**src/rtl/work_loader.sv**
```systemverilog
`default_nettype none
// ============================================================================
//  Module   : work_loader
//  Purpose  : Byte-serial work receiver for the mining core. Deserialises a
//             framed stream (sync A5 + 44 payload bytes [+ XOR checksum]) into
//             a 256-bit midstate and a 96-bit header tail, then commits both
//             registers and pulses work_valid. Aborts on inter-byte timeout.
//  Options  : WORK_LOADER_CHECKSUM_EN - when defined, a trailing XOR checksum
//             byte is required and checked before commit.
//  Revision : 1.0 - initial release
// ============================================================================
module work_loader #(
    parameter logic [31:0] TIMEOUT = 32'd1000000
) (
    input  logic         clk,
    input  logic         rst_n,
    input  logic [7:0]   in_data,
    input  logic         in_valid,
    output logic         in_ready,
    output logic [255:0] midstate,
    output logic [95:0]  data,
    output logic         work_valid,
    output logic         frame_err
);

    localparam logic [7:0] C_SYNC_BYTE = 8'hA5;
    localparam logic [5:0] C_LAST_BYTE = 6'd43;

    typedef enum logic [1:0] {
        S_IDLE    = 2'd0,
        S_PAYLOAD = 2'd1,
`ifdef WORK_LOADER_CHECKSUM_EN
        S_CHECK   = 2'd3,
`endif
        S_COMMIT  = 2'd2
    } state_t;

    state_t         state_q, state_d;
    logic [351:0]   shadow_q, shadow_d;
    logic [5:0]     cnt_q, cnt_d;
    logic [31:0]    idle_q, idle_d;
    logic           in_ready_q, in_ready_d;
    logic [255:0]   midstate_q, midstate_d;
    logic [95:0]    data_q, data_d;
    logic           work_valid_q, work_valid_d;
    logic           frame_err_q, frame_err_d;
`ifdef WORK_LOADER_CHECKSUM_EN
    logic [7:0]     xor_q, xor_d;
`endif

    logic w_xfer;
    logic w_timeout;

    assign w_xfer    = in_valid && in_ready_q;
    // Fires on the edge where the idle run would reach TIMEOUT.
    assign w_timeout = !w_xfer && (idle_q == (TIMEOUT - 32'd1));

    // Next-state, shadow assembly, timeout and commit logic.
    always_comb begin
        state_d      = state_q;
        shadow_d     = shadow_q;
        cnt_d        = cnt_q;
        idle_d       = 32'd0;
        midstate_d   = midstate_q;
        data_d       = data_q;
        work_valid_d = 1'b0;
        frame_err_d  = 1'b0;
`ifdef WORK_LOADER_CHECKSUM_EN
        xor_d        = xor_q;
`endif
        case (state_q)
            S_IDLE: begin
                // Anything other than the sync byte is consumed and dropped.
                if (w_xfer && (in_data == C_SYNC_BYTE)) begin
                    state_d = S_PAYLOAD;
                    cnt_d   = 6'd0;
`ifdef WORK_LOADER_CHECKSUM_EN
                    xor_d   = 8'd0;
`endif
                end
            end
            S_PAYLOAD: begin
                // A5 here is ordinary payload; there is no mid-frame resync.
                if (w_xfer) begin
                    shadow_d = {shadow_q[343:0], in_data};
                    cnt_d    = cnt_q + 6'd1;
`ifdef WORK_LOADER_CHECKSUM_EN
                    xor_d    = xor_q ^ in_data;
                    if (cnt_q == C_LAST_BYTE) state_d = S_CHECK;
`else
                    if (cnt_q == C_LAST_BYTE) state_d = S_COMMIT;
`endif
                end else if (w_timeout) begin
                    frame_err_d = 1'b1;
                    state_d     = S_IDLE;
                end else begin
                    idle_d = idle_q + 32'd1;
                end
            end
`ifdef WORK_LOADER_CHECKSUM_EN
            S_CHECK: begin
                if (w_xfer) begin
                    if (in_data == xor_q) begin
                        state_d = S_COMMIT;
                    end else begin
                        frame_err_d = 1'b1;
                        state_d     = S_IDLE;
                    end
                end else if (w_timeout) begin
                    frame_err_d = 1'b1;
                    state_d     = S_IDLE;
                end else begin
                    idle_d = idle_q + 32'd1;
                end
            end
`endif
            S_COMMIT: begin
                midstate_d   = shadow_q[351:96];
                data_d       = shadow_q[95:0];
                work_valid_d = 1'b1;
                state_d      = S_IDLE;
            end
            default: begin
                state_d = S_IDLE;
            end
        endcase
        // Registered ready: low exactly while COMMIT is held.
        in_ready_d = (state_d != S_COMMIT);
    end

    // State and datapath registers with asynchronous active-low reset.
    always_ff @(posedge clk or negedge rst_n) begin
        if (!rst_n) begin
            state_q      <= S_IDLE;
            shadow_q     <= '0;
            cnt_q        <= 6'd0;
            idle_q       <= 32'd0;
            in_ready_q   <= 1'b0;
            midstate_q   <= '0;
            data_q       <= '0;
            work_valid_q <= 1'b0;
            frame_err_q  <= 1'b0;
`ifdef WORK_LOADER_CHECKSUM_EN
            xor_q        <= 8'd0;
`endif
        end else begin
            state_q      <= state_d;
            shadow_q     <= shadow_d;
            cnt_q        <= cnt_d;
            idle_q       <= idle_d;
            in_ready_q   <= in_ready_d;
            midstate_q   <= midstate_d;
            data_q       <= data_d;
            work_valid_q <= work_valid_d;
            frame_err_q  <= frame_err_d;
`ifdef WORK_LOADER_CHECKSUM_EN
            xor_q        <= xor_d;
`endif
        end
    end

    assign in_ready   = in_ready_q;
    assign midstate   = midstate_q;
    assign data       = data_q;
    assign work_valid = work_valid_q;
    assign frame_err  = frame_err_q;

endmodule
`default_nettype wire

```
**config.mk**
```make
export PLATFORM = sky130hd
export DESIGN_NAME = work_loader
export DESIGN_NICKNAME = d
export VERILOG_FILES = /design/src/rtl/work_loader.sv
export SDC_FILE = /design/constraint.sdc
export NUM_CORES = 2
export LEC_CHECK = 0
export ABC_CLOCK_PERIOD_IN_PS = 2250
export CAP_MARGIN = 5
export CORE_UTILIZATION = 55
export DETAILED_ROUTE_END_ITERATION = 8
export DONT_BUFFER_PORTS = 1
export GPL_TIMING_DRIVEN = 1
export HOLD_SLACK_MARGIN = 0.03
export PLACE_DENSITY = 0.73
export SYNTH_ARGS = -nofsm -noshare
export SYNTH_HDL_FRONTEND = slang
export SYNTH_SLANG_ARGS = --single-unit
```
**constraint.sdc**
```tcl
create_clock -name clk -period 2.25 [get_ports clk]
set_input_delay 0.1125 -clock clk [delete_from_list [all_inputs] [get_ports clk]]
set_output_delay 0.1125 -clock clk [all_outputs]
set_load 0.02 [all_outputs]
```
Word-level counts from Yosys, hierarchy flattened:

Index checks and enable logic that the tools add are counted.

* bits of input ports: 11
* logic and storage cells: 42
* output and inout bits: 355
* flip-flop bits (word level): 747

* reduce and logical (&&, ||, !) cells: 8
* multiplexer cells: 15
* equality and inequality tests: 8
* add/subtract/negate cells: 2

Operators with widths (count)
* 32-bit 2-to-1 mux: 3
* 32-bit by 1-bit adder with 32-bit output (second input constant): 1
* 32-bit by 20-bit == test with 1-bit output (second input constant): 1
* 6-bit 2-to-1 mux: 2
* 6-bit case mux with 2 select lines: 1
* 8-bit == test (second input constant): 1
* 2-bit 2-to-1 mux: 4
* 6-bit by 1-bit adder with 6-bit output (second input constant): 1
* 6-bit == test (second input constant): 1
* 2-bit inequality test (second input constant): 3
* 1-bit 2-to-1 mux: 4
* 2-bit case mux with 2 select lines: 1
* 1-bit logical AND: 3
* 3-bit AND reduction: 1
* 2-bit by 1-bit == test with 1-bit output (second input constant): 1
* 2-bit == test (second input constant): 1
* 2-bit zero test: 1
* 2-bit AND reduction: 1
* 2-bit nonzero test: 1
* 1-bit zero test: 1

Logic depth before layout (Yosys ltp):

* word-level depth: 7
* gate-level depth with buffers: 7
* mapped depth without buffers: 5

Worst setup path after synthesis:

OpenSTA, ideal clock, no wires.

* kind: reg-to-reg
* start point: register idle_q[0]
* end point: register idle_q[26]
* clock period less this slack: 2135 ps
* arrival time: 2041 ps
* data required time: 2156 ps
* stages on the path, launching flop included: 7
* setup time: 94 ps
* path buffers: 1
* slack: 115 ps
* path through: dfrtp_1 > ha_1 > nand3_1 > or4_4 > buf_6 > or4_1 > a211oi_1

* cells in the longest elaborated chain, start to end: 5
* elaborated cells between the ends (all ways): 6
* classes of those cells: add/sub: 1; eq/ne: 1; mux: 3; reduce/logical: 1

Ends and longest elaborated chain
* start, declared: RTL line 41 `logic [31:0] idle_q, idle_d;`
* start signal, assigned: RTL line 150 `idle_q <= idle_d;`
* parallel branches: the longest is 2 deep, another holds 32-bit by 1-bit adder with 32-bit output
* 32-bit 2-to-1 mux *: RTL line 93 `end else if (w_timeout) begin`
* 32-bit 2-to-1 mux *: RTL line 84 `if (w_xfer) begin`
* 32-bit 2-to-1 mux *: RTL line 71 `case (state_q)`
* named net idle_d[26]: RTL line 41

Mark *: on every way through the listed nets, which the timed path passes.
A chain may end at the register's enable or synchronous reset.

Worst setup path in the final report:

* start point: register idle_q[0]
* end point: register idle_q[25]

Same word-level chain as after synthesis.

==> metrics.md <==
| Metric | Value |
|---|---|
| Flop2flop setup slack | between 0.1 and 0.15 ns |
| Cell breakdown of the critical path | buf_4, nand4_1, or4_1, or4_1, a211oi_1 |
| First-pass GRT wire length | around 110000 µm |
| DRC | 0 |
| Total net switching power | about 5.6 mW |
| Clk_lat worst skew | about 0.6 ns |
| Crit. End Element | flop |
| Final Util | 0.628 |
| Max frequency | 466 MHz |
| Post-synthesis sequential area ratio | 0.658 |
| Pwr/cell area | 841 nW/µm² |
| Via Count | around 20000 |
| Mapped Area | 28400 µm² |
| Largest fanout on the critical path | 7 |
| Placed Instances | 3752 |
| Synth area leader | dfrtp_1 |
| Largest net degree at the start of global routing | about 750 |
| CP Class | flop to flop |
| Die area | between 50000 and 60000 µm² |
| Combinational cell fraction of total power | 0.017 |
| Buffers on Ports | 0 |
| Initial DRT Pass Iterations | 5 |
| RR Startpoint | idle_q[0] |
| Initial Util | 0.562 |
| Power, Total | roughly 27 mW |
| CP top delay family | simple AND/OR/NAND/NOR gates |
| Mapped Nets | about 3200 |
| Worst Path Buf+Inv | 1 |
| Clk pwr share | 0.470 |
| Final period utilization | 0.953 |
| ANT nets after route | 0 |
| Antenna violations before repair | 0 |
| TNS Setup | 0 ns |
| Iter 0 DRT Violations | roughly 1600 |
| Routability Congestion | 0.858 |
| Area grow syn2layout | 11.8% |
| Max Root-Sink Buffers | 3 |
| CTS tree | yes |
| Setup-failing EPs final | 0 |
| Final instance area | around 32000 µm² |
| Final setup margin | about 0.11 ns |
| Startpoint Class | flop |
| Lkg Pwr | between 15 and 20 nW |
| Final Hold Fails | roughly 750 |
| Net Sw Frac | 0.210 |
| R2r endpoint | idle_q[25] |
| Critical path's largest stage delay | ~0.6 ns |
| Yosys warns | 0 |
| Critical path required time | around 2.7 ns |
| Distinct cell type count of the synthesized netlist | 36 |
| Status | finished, violations left |
| Hpwl dp | ~40000 µm |
| Total Wirelength | ~66000 µm |
| Nets | roughly 3200 |
| Top Ports | 366 |
| R2R depth | 5 |
| Post-synth top area share | 0.658 |
| Placed cell area | slightly below 30000 µm² |
| Number of global-route vias before repair | a little over 20000 |
| Slowest cell on crit path | or4_1 |
| Hold slack | -0.768 ns |
| Seq pwr share | 0.514 |
| # hold bufs at CTS | 9 |
| GRT Util Overall | 0.256 |
| Clock sinks | 747 |
| Mean post-synth cell area | roughly 8.9 µm² |
| Ant. Diodes | 0 |
| HP Class | primary input to asynchronous set/reset pin |
| Fin crit period | 2.14 ns |
| Max cap viols | 0 |
| Die width | roughly 230 µm |
| Clock Pin Slew Worst Setup and Hold Paths | about 0.060 ns |
| H-tree depth | 3 |
| TritonCTS buffer count | 76 |
| Yosys reg bits | 747 |
| Fin Clk Skew | 0.0184 ns |
| Int Pwr | approximately 21 mW |
| Die H | ~230 µm |
| Root Driver | clkbuf_16 |
| WP depth | 5 |
| Std-Cell Rows | 82 |
| Worst-case vdd ir drop | 0.000688 V |
| Share of cells above drive strength 1 | 0.0530 |
| Worst EP arrival | 2.63 ns |
| Worst path most repeated cell | or4_1 |
| RSZ-0062 raised after global routing | false |
| Failing checks | hold timing, slew limit |
| Slew Limit Headroom | -0.282 |
| Pre-CTS WS | -0.00197 ns |
| Max-slew violations | 543 |
| DR vias/cell | 5.26 |
| Final non-filler cell total | just under 4000 |
| Tightest Pin Transition | around 1.9 ns |
| Core ar. | just over 50000 µm² |
| Post-DR wirelength/cell | between 15 and 20 µm |
| Post-synthesis cell count | around 3200 |
| GR Overflow Total | 0 |
| Ranking of synthesized cells by area | dfrtp_1 (66%), nand2_1 (28%), clkbuf_1 (2.1%) |
sequential cells by signal, summed over array words and instances, names as in the netlist, 2 cells and up:
| name | cells |
|---|---|
| shadow_q | 352 |
| data | 96 |
| idle_q | 32 |
| cnt_q | 6 |
| state_q | 2 |
| midstate | 256 |
cell families after synthesis:
logic type | count (synthesis) | synth area share
simple gates | 2227 | 0.303
flops | 747 | 0.658
buf+inv | 175 | 0.0234
compound gates | 43 | 0.0104
xor+xnor | 15 | 0.00462
fa+ha+maj | 2 | 0.000880
worst max path at each step:
stage	startpoint	endpoint	slack, ns
floorplan	idle_q[0]	idle_q[26]	0.11
global placement	idle_q[1]	idle_q[26]	0.06
detailed placement	idle_q[1]	idle_q[30]	-0.002
CTS	idle_q[1]	idle_q[30]	0.02
global route	idle_q[0]	idle_q[25]	0.004
finish	idle_q[0]	idle_q[25]	0.11
layout by cell type (no fill, tap or decap), drive strengths merged, types with 10 or more instances in the layout:
cell type	count
or3	10
xnor2	12
nand2	2130
or4	15
o21ai	11
o31ai	10
nand3	13
clkinv	19
dfrtp	747
clkbuf	109
inv	12
a211oi	20
nor3	16
buf	39
synthesized netlist by cell type, drive strengths merged:
master / n
nand4b: 1
xor2: 3
and2: 3
nand4: 9
or3: 10
buf: 8
o31ai: 10
o41ai: 1
nand3b: 1
nor4: 8
and4: 1
nor3b: 1
o21bai: 1
nand3: 13
inv: 8
nand2b: 2
nor4b: 2
xnor2: 12
or4b: 2
or4: 15
and3: 3
ha: 2
nor3: 16
a211oi: 20
o21ai: 11
nor2b: 1
and4b: 1
or4bb: 1
clkbuf: 159
dfrtp: 747
nor2: 7
nand2: 2130
cell type report:
cell class                 instances  area [µm²]
multi-input combinational       2287        9100
tap                              672         841
timing repair buffer              48         596
fill                            4136       18800
inverter                           8        37.5
sequential                       747       18700
clock buffer                     109        2230
clock inverter                    29         280
power by group through the flow:
stage / registers [mW] / logic, mW / clock network (mW)
final: 13.7 / 0.449 / 12.5
after global routing: 13.7 / 0.504 / 13.4
after CTS: 13.7 / 0.451 / 12.8
after detailed placement: 14.0 / 0.431 / 0
after global placement: 13.9 / 0.412 / 0
after floorplan: 13.9 / 0.308 / 0
layer usage:
layer  share of wire  wire, µm  track usage
met1            0.42     27600        0.333
met2            0.48     31800        0.411
met3           0.075      5010       0.0731
met4           0.031      2030       0.0938
met5               0         0            0
worst reg2reg max path: cells and delay by family (launching register included):
family	cells	cell delay [ns]
buffers and inverters	1	0.13
flip-flops	1	0.37
AO/OA/AOI/OAI	1	0.26
AND/OR/NAND/NOR	3	1.28
repair_timing:
action | CTS | global route
setup endpoints to repair | 1 | 11
gates cloned | 0 | 0
gates resized for setup | 1 | 2
setup buffers | 0 | 1
endpoints found under the hold margin | 771 | 747
pin swaps | 0 | 1
Note: power is estimated with default switching activity, not from simulation.
